## config.mk

```make
export PLATFORM = sky130hd
export DESIGN_NAME = sync_req_ack_ctrl
export DESIGN_NICKNAME = d
export VERILOG_FILES = /design/src/rtl/sync_req_ack_ctrl.sv
export SDC_FILE = /design/constraint.sdc
export NUM_CORES = 1
export LEC_CHECK = 0
export CAP_MARGIN = 0
export CORE_MARGIN = 2
export CORE_UTILIZATION = 35
export CTS_BUF_LIST = sky130_fd_sc_hd__clkbuf_8
export CTS_CLUSTER_SIZE = 24
export DETAILED_ROUTE_END_ITERATION = 10
export GPL_TIMING_DRIVEN = 0
export SKIP_LAST_GASP = 1
export SLEW_MARGIN = 25
export SYNTH_ARGS = -nofsm -noshare
export SYNTH_HDL_FRONTEND = slang
export SYNTH_SLANG_ARGS = --single-unit
```

## constraint.sdc

```tcl
create_clock -name syncClk -period 4.6 [get_ports syncClk]
set_input_delay 0.46 -clock syncClk [delete_from_list [all_inputs] [get_ports syncClk]]
set_output_delay 0.46 -clock syncClk [all_outputs]
set_load 0.05 [all_outputs]
```

## src/rtl/sync_req_ack_ctrl.sv

```systemverilog
// rtl/sync_req_ack_ctrl.sv - source-side 4-phase req/ack word transfer controller
// Holds one accepted word on dataOut while reqOut/ackIn complete a full 4-phase handshake.
module sync_req_ack_ctrl #(
  parameter int DATA_WIDTH = 32,
  parameter int TIMEOUT    = 256,
  parameter int TO_WIDTH   = 9,
  parameter int CNT_WIDTH  = 16
) (
  input  logic                  syncClk,
  input  logic                  syncRst,
  input  logic                  srcValid,
  output logic                  srcReady,
  input  logic [DATA_WIDTH-1:0] srcData,
  output logic                  reqOut,
  output logic [DATA_WIDTH-1:0] dataOut,
  input  logic                  ackIn,
  output logic                  busy,
  output logic                  timeoutErr,
  input  logic                  clearErr,
  output logic [CNT_WIDTH-1:0]  xferCount
);

  typedef enum logic [1:0] {IDLE, REQ, REL, ERR} state_t;

  localparam logic [TO_WIDTH-1:0] TO_LAST = TO_WIDTH'(TIMEOUT - 1);
  localparam logic [TO_WIDTH-1:0] TO_MAX  = '1;

  state_t                state_q, state_d;
  logic                  req_q, req_d;
  logic [DATA_WIDTH-1:0] data_q, data_d;
  logic                  err_q, err_d;
  logic [CNT_WIDTH-1:0]  cnt_q, cnt_d;
  logic [TO_WIDTH-1:0]   to_q, to_d;
  logic                  to_hit;

  assign to_hit     = (TIMEOUT != 0) && (to_q == TO_LAST);
  assign srcReady   = (state_q == IDLE) && !ackIn;
  assign busy       = (state_q != IDLE);
  assign reqOut     = req_q;
  assign dataOut    = data_q;
  assign timeoutErr = err_q;
  assign xferCount  = cnt_q;

  always_comb begin
    state_d = state_q;
    req_d   = req_q;
    data_d  = data_q;
    err_d   = err_q;
    cnt_d   = cnt_q;
    case (state_q)
      IDLE: begin
        if (srcValid && srcReady) begin
          data_d  = srcData;
          req_d   = 1'b1;
          state_d = REQ;
        end
      end
      REQ: begin
        if (ackIn) begin
          req_d   = 1'b0;
          state_d = REL;
        end else if (to_hit) begin
          req_d   = 1'b0;
          err_d   = 1'b1;
          state_d = ERR;
        end
      end
      REL: begin
        if (!ackIn) begin
          cnt_d   = cnt_q + CNT_WIDTH'(1);
          state_d = IDLE;
        end else if (to_hit) begin
          err_d   = 1'b1;
          state_d = ERR;
        end
      end
      ERR: begin
        // A still-high ack would look like a fresh handshake, so clearing waits for it to drop.
        if (clearErr && !ackIn) begin
          err_d   = 1'b0;
          state_d = IDLE;
        end
      end
      default: begin
        req_d   = 1'b0;
        state_d = IDLE;
      end
    endcase

    if (state_d != state_q) begin
      to_d = '0;
    end else if (((state_q == REQ) || (state_q == REL)) && (to_q != TO_MAX)) begin
      to_d = to_q + TO_WIDTH'(1);
    end else begin
      to_d = to_q;
    end
  end

  always_ff @(posedge syncClk or posedge syncRst) begin
    if (syncRst) begin
      state_q <= IDLE;
      req_q   <= 1'b0;
      data_q  <= '0;
      err_q   <= 1'b0;
      cnt_q   <= '0;
      to_q    <= '0;
    end else begin
      state_q <= state_d;
      req_q   <= req_d;
      data_q  <= data_d;
      err_q   <= err_d;
      cnt_q   <= cnt_d;
      to_q    <= to_d;
    end
  end

endmodule

```

==> results_dict.tcl, run 1 <==
set metrics [dict create \
    initial_core_util_pct 36.4 \
    power_mw 2.87 \
    numPortBuffers 88 \
    layout_min_cycle_time_ns 2.71 \
    dr_total_vias 2032 \
    netlist_area_mm2 0.00283 \
    worstReg2RegStart "state_q[0]" \
    clock_latency_ns 0.33 \
    tns_ns 0 \
    worstPathCellList "inv_1, ha_1, inv_1, clkdlybuf4s50_1" \
    seq_area_mm2 0.00153 \
    syn_to_final_growth_pct 44.8 \
    max_stage_delay_ns 0.84 \
    io_pins 89 \
    clockBufferDepth 2 \
    start_kind "flip-flop" \
    root_buffer "clkbuf_8" \
    hold_path.class "input pin to async pin" \
    place_area_mm2 0.00386 \
    cts_buffers 9 \
    row_count 32 \
    grt_max_degree 47 \
    wl_per_cell_um 14.9 \
    end_kind "output port" \
    globalplace.congestion 0.744 \
    status "completed" \
    drive_above_1_share_pct 19.7 \
    crit_slowest_cell "clkdlybuf4s50_1" \
    cpMostUsedCell "inv_1" \
    path_class "flip-flop to output port" \
    maxSlewViolCount 0 \
    maxCapViolations 0 \
    h-tree-depth 3 \
    worst-slew-pin-transition_ns 0.552 \
    synth-seq-cells 61 \
    stdcell_area_mm2 0.00409 \
    required_ns 4.14 \
    hold_viol 0 \
    first_iter_violations 55 \
    core_area_mm2 0.00777 \
    finClkSkew_ns 0.00794 \
    hold_buffers 0 \
    die_height_um 93.9 \
    clk_pin_slew_worst_paths_ns 0.07 \
    die_w_um 93.9 \
    cts_setup_buffers 0 \
    hold_slack_ns 0.411 \
    antenna_found_initial 0 \
    avgSynthCellArea_um2 13.2 \
    fill_cells 676 \
    grt_pass1_vias 2046 \
    synthTopCellsByArea "dfrtp_1 (54%), mux2_2 (14%), xnor2_1 (4.0%)" \
    fmax_ghz 0.369 \
    drt_first_pass_iters 3 \
    dp_hpwl_um 4400 \
    antenna_cells 0 \
    synth_top_area_share_pct 54.0 \
    cts_resized 0 \
    setup_viol 0 \
    p_per_area_mw_per_mm2 701 \
    critical_path_peak_fanout 7 \
    crit_path_start "state_q[0]" \
    critPathArrivalTime_ns 2.25 \
    power.leakage_nw 1.74 \
    layout.nets 360 \
    wl_um 6260 \
    grt_pass1_wl_um 10100 \
    postSynthCellCount 214 \
    syn-num-nets 260 \
    yosys.area.top_type "dfrtp_1" \
    ir_drop_mv 0.253 \
    via_per_inst 4.83 \
    rsz0062_at_grt "false" \
    final.period_utilization_pct 58.9 \
    yosys.cell_types.count 36 \
    drtAntennaViolNets 0 \
    relSlewSlack_pct 63.1 \
    r2r_setup_slack_ns 2.36 \
    yosysWarningCount 0 \
    dieArea_mm2 0.00881 \
    clock_sinks 61 \
    grt_overflow 0 \
    ys_seq_area_share_pct 54.0 \
    grtUsageTotal_pct 14.7 \
    cts_tree "done" \
    multi_input_area_mm2 0.00123 \
    drcViolationCount 0 \
]
[per-layer routing]
layer | vias up | share of wire, % | GRT usage [%]
met5 | - | 0 | 0
met4 | 0 | 1.3 | 5.07
met3 | 7 | 6.2 | 4.33
met2 | 69 | 43 | 22.1
met1 | 986 | 50 | 20.2
li1 | 970 | - | -
[state kept, by name (all words and copies together) (netlist names)]
| register | count |
|---|---|
| dataOut | 32 |
| xferCount | 16 |
| to_q | 9 |
| state_q | 2 |
| reqOut | 1 |
| timeoutErr | 1 |
[synthesized netlist by cell type (all sizes together)]
library cell and number:
dfrtp 61, mux2 34, xnor2 13, nand2 10, a211oi 9, ha 9
xor2 9, buf 7, inv 6, nand4 6, and3 5, nand3 5
nor2 5, o21ai 5, and4 4, nor2b 4, a31oi 3, and2 2
mux2i 2, nand2b 2, o32ai 2, a21o 1, a21oi 1, and3b 1
nand3b 1, nand4b 1, o211ai 1, o22a 1, o22ai 1, o311ai 1
or3 1, or4 1
[stage by stage]
stage,util [%],worst slack [ns],instances
5_1_grt,52.7,1.80,421
3_3_place_gp,49.4,1.42,404
6_report,52.7,1.89,421
4_1_cts,52.7,1.87,421
2_1_floorplan,-,2.42,214
3_5_place_dp,49.8,1.98,405
[layout make-up]
class | instances | share of cell area (%)
flip-flops and latches | 61 | 37.3
clock inverters | 5 | 1.83
well taps | 102 | 3.12
clock buffers | 11 | 3.70
inverters | 6 | 0.612
repair buffers | 89 | 22.2
plain buffers | 7 | 1.22
multi-input cells | 140 | 30.0
[cells in the final DEF, fill, tap and decap left out, types with 2 or more instances in the layout]
| master | synthesis | routed |
|---|---|---|
| nand2b_1 | 2 | 2 |
| nand3_1 | 5 | 5 |
| a211oi_1 | 9 | 9 |
| nor2_1 | 5 | 5 |
| nand2_1 | 9 | 9 |
| bufinv_16 | 0 | 2 |
| and4_1 | 4 | 4 |
| inv_1 | 6 | 7 |
| dfrtp_1 | 61 | 61 |
| a31oi_4 | 2 | 2 |
| mux2i_1 | 2 | 2 |
| buf_2 | 4 | 4 |
| and3_1 | 5 | 5 |
| clkdlybuf4s50_1 | 0 | 88 |
| o32ai_1 | 2 | 2 |
| buf_6 | 2 | 2 |
| xor2_1 | 9 | 9 |
| mux2_2 | 34 | 34 |
| ha_1 | 9 | 9 |
| xnor2_1 | 13 | 13 |
| nor2b_1 | 4 | 4 |
| nand4_1 | 6 | 6 |
| o21ai_0 | 5 | 5 |
| clkbuf_8 | 0 | 11 |
| and2_1 | 2 | 2 |
[where the power goes]
group | internal [mW] | switching, mW | leakage [nW]
clock | 0.331 | 0.208 | 0.118
combinational | 0.556 | 0.941 | 0.853
sequential | 0.717 | 0.116 | 0.769
[path summary, 6_finish.rpt]
check                                     end  cells past startpoint
worst max-delay path                     busy                      4
worst min-delay path              dataOut[26]                      2
worst max register to register        to_q[8]                      5
worst min register to register  xferCount[15]                      1
max in group asynchronous         dataOut[22]                      3
min in group syncClk            xferCount[15]                      1
[critical path: cells and delay by family, from the launching register on]
family / cells / cell delay [ns]
flip-flops: 1 / 0.59
adder cells (fa/ha/maj): 1 / 0.24
buffers and inverters: 3 / 1.09
[cell families after synthesis]
kind of cell / synth area share (%)
buffers and inverters: 2.57
adder cells (fa/ha/maj): 3.98
XOR/XNOR: 6.82
flip-flops: 54.0
AND/OR/NAND/NOR: 10.1
AO/OA/AOI/OAI: 8.28
multiplexers: 14.3
Note: power is estimated with default switching activity, not from simulation.
==> run 2, diff against run 1 <==
==> constraint.sdc (replaced) <==
create_clock -name syncClk -period 2.5 [get_ports syncClk]
set_input_delay 0.25 -clock syncClk [delete_from_list [all_inputs] [get_ports syncClk]]
set_output_delay 0.25 -clock syncClk [all_outputs]
set_load 0.05 [all_outputs]
==> run 2 against run 1 <==
Effect of this change: sequential share of layout area about the same; final cell count unchanged; total power up 84%; routed wire length about the same; die area unchanged; critical endpoint is now to_q[8]; first-iteration DRC count unchanged; critical path depth up 1; global-route usage unchanged; clock-buffer cell count unchanged; largest cell class unchanged.
==> results_dict.tcl, run 2 (synthesized netlist as in run 1, its figures left out) <==
set metrics [dict create \
    status "completed" \
    setup_viol 0 \
    grt_max_degree 47 \
    finClkSkew_ns 0.00894 \
    clk_pin_slew_worst_paths_ns 0.07 \
    r2r_setup_slack_ns 0.26 \
    root_buffer "clkbuf_8" \
    final.period_utilization_pct 89.5 \
    power.leakage_nw 1.76 \
    core_area_mm2 0.00777 \
    p_per_area_mw_per_mm2 1290 \
    dr_total_vias 2032 \
    preCtsSetupSlack_ns 0.287 \
    layout_min_cycle_time_ns 2.24 \
    end_kind "flip-flop" \
    critPathArrivalTime_ns 2.42 \
    clockBufferDepth 2 \
    clock_sinks 61 \
    die_height_um 93.9 \
    rsz0062_at_grt "false" \
    antenna_found_initial 0 \
    worst-slew-pin-transition_ns 0.552 \
    first_iter_violations 55 \
    grtUsageTotal_pct 14.7 \
    h-tree-depth 3 \
    drtAntennaViolNets 0 \
    cts_buffers 9 \
    critical_path_peak_fanout 9 \
    via_per_inst 4.83 \
    hold_buffers 0 \
    layout_commonest_cell "clkdlybuf4s50_1" \
    drive_above_1_share_pct 19.7 \
    required_ns 2.68 \
    drcViolationCount 0 \
    r2r-end "to_q[8]" \
    r2r_cells 5 \
    row_count 32 \
    initial_core_util_pct 36.4 \
    maxSlewViolCount 0 \
    die_w_um 93.9 \
    numPortBuffers 88 \
    worstReg2RegStart "state_q[0]" \
    io_pins 89 \
    relSlewSlack_pct 63.1 \
    layout.nets 360 \
    clock_latency_ns 0.33 \
    syn_to_final_growth_pct 44.8 \
    fmax_ghz 0.447 \
    grt_pass1_vias 2046 \
    largest_reg_flops 32 \
    grt_overflow 0 \
    setup_ws_ns 0.262 \
    drt_first_pass_iters 3 \
    ir_drop_mv 0.465 \
    start_kind "flip-flop" \
    final_cell_mix "clkdlybuf4s50_1 (86), dfrtp_1 (61), mux2_2 (34)" \
    power_mw 5.27 \
    maxCapViolations 0 \
    dp_hpwl_um 4400 \
    hold_path.class "input pin to async pin" \
    path_class "flip-flop to flip-flop" \
    tns_ns 0 \
    cts_tree "done" \
    wl_per_cell_um 14.9 \
    globalplace.congestion 0.744 \
    hold_viol 0 \
    wl_um 6260 \
    antenna_cells 0 \
    dieArea_mm2 0.00881 \
    grt_pass1_wl_um 10100 \
]
[run 2: cell count changes in the layout (fill, tap and decap cells not counted)]
cell / delta
clkdlybuf4s50_1: -2
dlygate4sd2_1: +1
dlymetal6s2s_1: +1
[run 2: how the worst max path moves through the flow]
stage / start / end / cells past startpoint
3_3_place_gp: syncRst / xferCount[0] / 2
2_1_floorplan: state_q[0] / srcReady / 4
6_report: state_q[0] / to_q[8] / 5
3_5_place_dp: state_q[0] / to_q[6] / 5
4_1_cts: state_q[0] / srcReady / 5
5_1_grt: to_q[0] / to_q[2] / 8
[run 2: area by class of cell]
| cell class | count | area, µm² |
|---|---|---|
| plain buffers | 7 | 50.0 |
| clock buffers | 11 | 151 |
| clock inverters | 5 | 75.1 |
| fillers | 676 | 3670 |
| inverters | 6 | 25.0 |
| multi-input cells | 140 | 1230 |
| flip-flops and latches | 61 | 1530 |
| well taps | 102 | 128 |
| repair buffers | 89 | 910 |
[run 2: metal layers]
metal | vias up | track usage [%] | share of wire, % | routed length, µm
li1 | 970 | - | - | -
met1 | 986 | 20.2 | 50 | 3110
met2 | 69 | 22.1 | 43 | 2690
met3 | 7 | 4.33 | 6.1 | 379
met4 | 0 | 5.07 | 1.3 | 84
met5 | - | 0 | 0 | 0
[run 2: where the power goes]
part / switching, mW / internal, mW
clock network: 0.382 / 0.609
logic: 1.73 / 1.02
registers: 0.213 / 1.32
total: 2.33 / 2.95
[run 2: worst max-delay path: stages, from the launching register on]
cell	delay [ns]
dfrtp_1	0.59
inv_1	0.15
ha_1	0.36
or4_4	0.53
a31oi_4	0.35
a211oi_1	0.10
[run 2: through the flow]
stage	cell area (µm²)	utilization (%)	hold WS, ns	std cells
2_1_floorplan	2830	-	0.354	214
4_1_cts	4090	52.7	0.196	421
3_5_place_dp	3860	49.8	0.473	405
3_3_place_gp	3830	49.4	0.462	404
5_1_grt	4090	52.7	0.209	421
6_report	4090	52.7	0.201	421
[run 2: timing repair]
action / in CTS / in global routing
setup endpoints to repair: 1 / 1
hold endpoints to repair: 0 / 0
setup buffers: 0 / 0
resized for setup: 1 / 1
==> run 3, diff against run 2 <==
--- a/config.mk
+++ b/config.mk
@@ -12,6 +12,8 @@
 export CTS_CLUSTER_SIZE = 24
 export DETAILED_ROUTE_END_ITERATION = 10
 export GPL_TIMING_DRIVEN = 0
+export PLACE_DENSITY = 0.66
+export SKIP_CTS_REPAIR_TIMING = 1
 export SKIP_LAST_GASP = 1
 export SLEW_MARGIN = 25
 export SYNTH_ARGS = -nofsm -noshare
==> constraint.sdc (replaced) <==
create_clock -name syncClk -period 2 [get_ports syncClk]
set_input_delay 0.2 -clock syncClk [delete_from_list [all_inputs] [get_ports syncClk]]
set_output_delay 0.2 -clock syncClk [all_outputs]
set_load 0.05 [all_outputs]
==> run 3 against run 2 <==
Effect of this change: final area up 4.5%; via count up 2.7%; combinational power up 36%; sequential power up 25%; critical path depth up 4; global-route usage down 0.31 points; register-to-register slack worse by 0.21 ns; die area unchanged; non-clock buffer count up 7; largest cell class unchanged; setup slack worse by 0.21 ns; final cell count up 1.9%; worst hold slack worse by 0.040 ns.
==> results_dict.tcl, run 3 (synthesized netlist as in run 1, its figures left out) <==
set metrics [dict create \
    grt_pass1_wl_um 9860 \
    final_cell_mix "clkdlybuf4s50_1 (86), dfrtp_1 (59), mux2_2 (34)" \
    layout_commonest_cell "clkdlybuf4s50_1" \
    antenna_cells 0 \
    dieArea_mm2 0.00881 \
    numPortBuffers 88 \
    maxCapViolations 0 \
    critical_path_peak_fanout 10 \
    die_w_um 93.9 \
    layout.nets 368 \
    setup_ws_ns 0.0560 \
    status "completed" \
    clk_pin_slew_worst_paths_ns 0.07 \
    required_ns 2.25 \
    grtUsageMet2_pct 23.3 \
    wl_um 6480 \
    syn_to_final_growth_pct 51.4 \
    tns_ns 0 \
    post-route-util_pct 55.1 \
    power_mw 6.88 \
    drive_above_1_share_pct 28.1 \
    clockBufferDepth 2 \
    rsz0062_at_grt "true" \
    maxSlewViolCount 0 \
    initial_core_util_pct 36.4 \
    clock_sinks 61 \
    dp.cells 405 \
    max_stage_delay_ns 0.42 \
    drt_first_pass_iters 4 \
    crit_slowest_cell "dfrtp_1" \
    globalplace.congestion 0.763 \
    worstPathCellList "ha_4, and3_1, and3_4, ha_1, nor2b_1, buf_4, nand4_1, xor2_1, a211oi_2" \
    largest_reg_flops 32 \
    pwr-share-clk_pct 17.8 \
    final_cells 429 \
    preCtsSetupSlack_ns -0.216 \
    p_comb_share_pct 54.3 \
    layout_min_cycle_time_ns 1.94 \
    grtUsageTotal_pct 14.4 \
    setup_viol 0 \
    via_per_inst 4.86 \
    root_buffer "clkbuf_8" \
    switching_power_mw 3.02 \
    end_kind "flip-flop" \
    power.leakage_nw 1.80 \
    top_usage_layer "met2" \
    cts_buffers 9 \
    dr_total_vias 2087 \
    drcViolationCount 0 \
    drtAntennaViolNets 0 \
    dp_hpwl_um 4260 \
    relSlewSlack_pct 64.6 \
    io_pins 89 \
    cts_tree "done" \
    h-tree-depth 3 \
    row_count 32 \
    p_per_area_mw_per_mm2 1610 \
    met3_usage_pct 5.46 \
    ir_drop_mv 0.873 \
    sw_frac_of_total_pct 43.9 \
    die_height_um 93.9 \
    final.period_utilization_pct 97.2 \
    start_kind "flip-flop" \
    wl_per_cell_um 15.1 \
    grt_max_degree 42 \
    hold_viol 0 \
    grt_pass1_vias 2023 \
    path_class "flip-flop to flip-flop" \
    core_area_mm2 0.00777 \
    first_iter_violations 94 \
    fmax_ghz 0.514 \
    hold_path.class "input pin to async pin" \
    p_int_mw 3.86 \
    antenna_found_initial 0 \
    finClkSkew_ns 0.0107 \
    worst-slew-pin-transition_ns 0.530 \
    power.share.sequential_pct 27.9 \
    grt_use_met1_pct 18.2 \
    clock_latency_ns 0.34 \
    grt_overflow 0 \
    critPathArrivalTime_ns 2.19 \
    r2r_setup_slack_ns 0.06 \
]
run 3: changes by cell type in the layout (fill, tap and decap cells not counted), moves of 3 or more:
cell / delta
a211oi_1: -9
buf_4: +6
a211oi_2: +9
ha_1: -4
buf_12: +3
run 3: power groups by stage:
stage          combinational, mW  sequential [mW]  clock (mW)
3_5_place_dp                3.44             1.94           0
2_1_floorplan               1.02             3.26           0
6_report                    3.74             1.92        1.22
5_1_grt                     3.92             1.98        1.32
4_1_cts                     3.45             1.92        1.27
3_3_place_gp                3.41             1.93           0
run 3: final timing paths:
path,cells past startpoint,from,to
min in group syncClk,2,srcData[26],dataOut[26]
hold / removal,2,syncRst,dataOut[27]
setup reg to reg,9,to_q[0],to_q[4]
max in group asynchronous,3,syncRst,state_q[0]
hold reg to reg,1,xferCount[15],xferCount[15]
setup / recovery,9,to_q[0],to_q[4]
run 3: layout make-up:
class | instances | area (µm²)
Buffer | 7 | 55.1
Clock buffer | 11 | 151
Tap cell | 102 | 128
Inverter | 6 | 25.0
Sequential cell | 61 | 1530
Clock inverter | 5 | 73.8
Multi-Input combinational cell | 141 | 1340
Fill cell | 675 | 3490
Timing Repair Buffer | 96 | 976
run 3: layer usage:
metal,share of wire (%),vias to the layer above
met2,49,69
met1,44,1015
li1,-,992
met5,0,-
met4,1.3,0
met3,5.8,11
run 3: worst max-delay path: cells and delay by family, from the launching register on:
family                     cells  cell delay [ns]
AOI/OAI and AO/OA              1             0.15
xor gates and xnor gates       1             0.18
adders and majority gates      2             0.37
buffers and inverters          1             0.17
DFF                            1             0.42
and+or+nand+nor                4             0.56
run 3: through the flow:
stage	hold slack [ns]	cell area (µm²)
floorplan	0.304	2830
global placement	0.461	3830
detailed placement	0.471	3860
CTS	0.159	4080
global route	0.175	4280
finish	0.162	4280
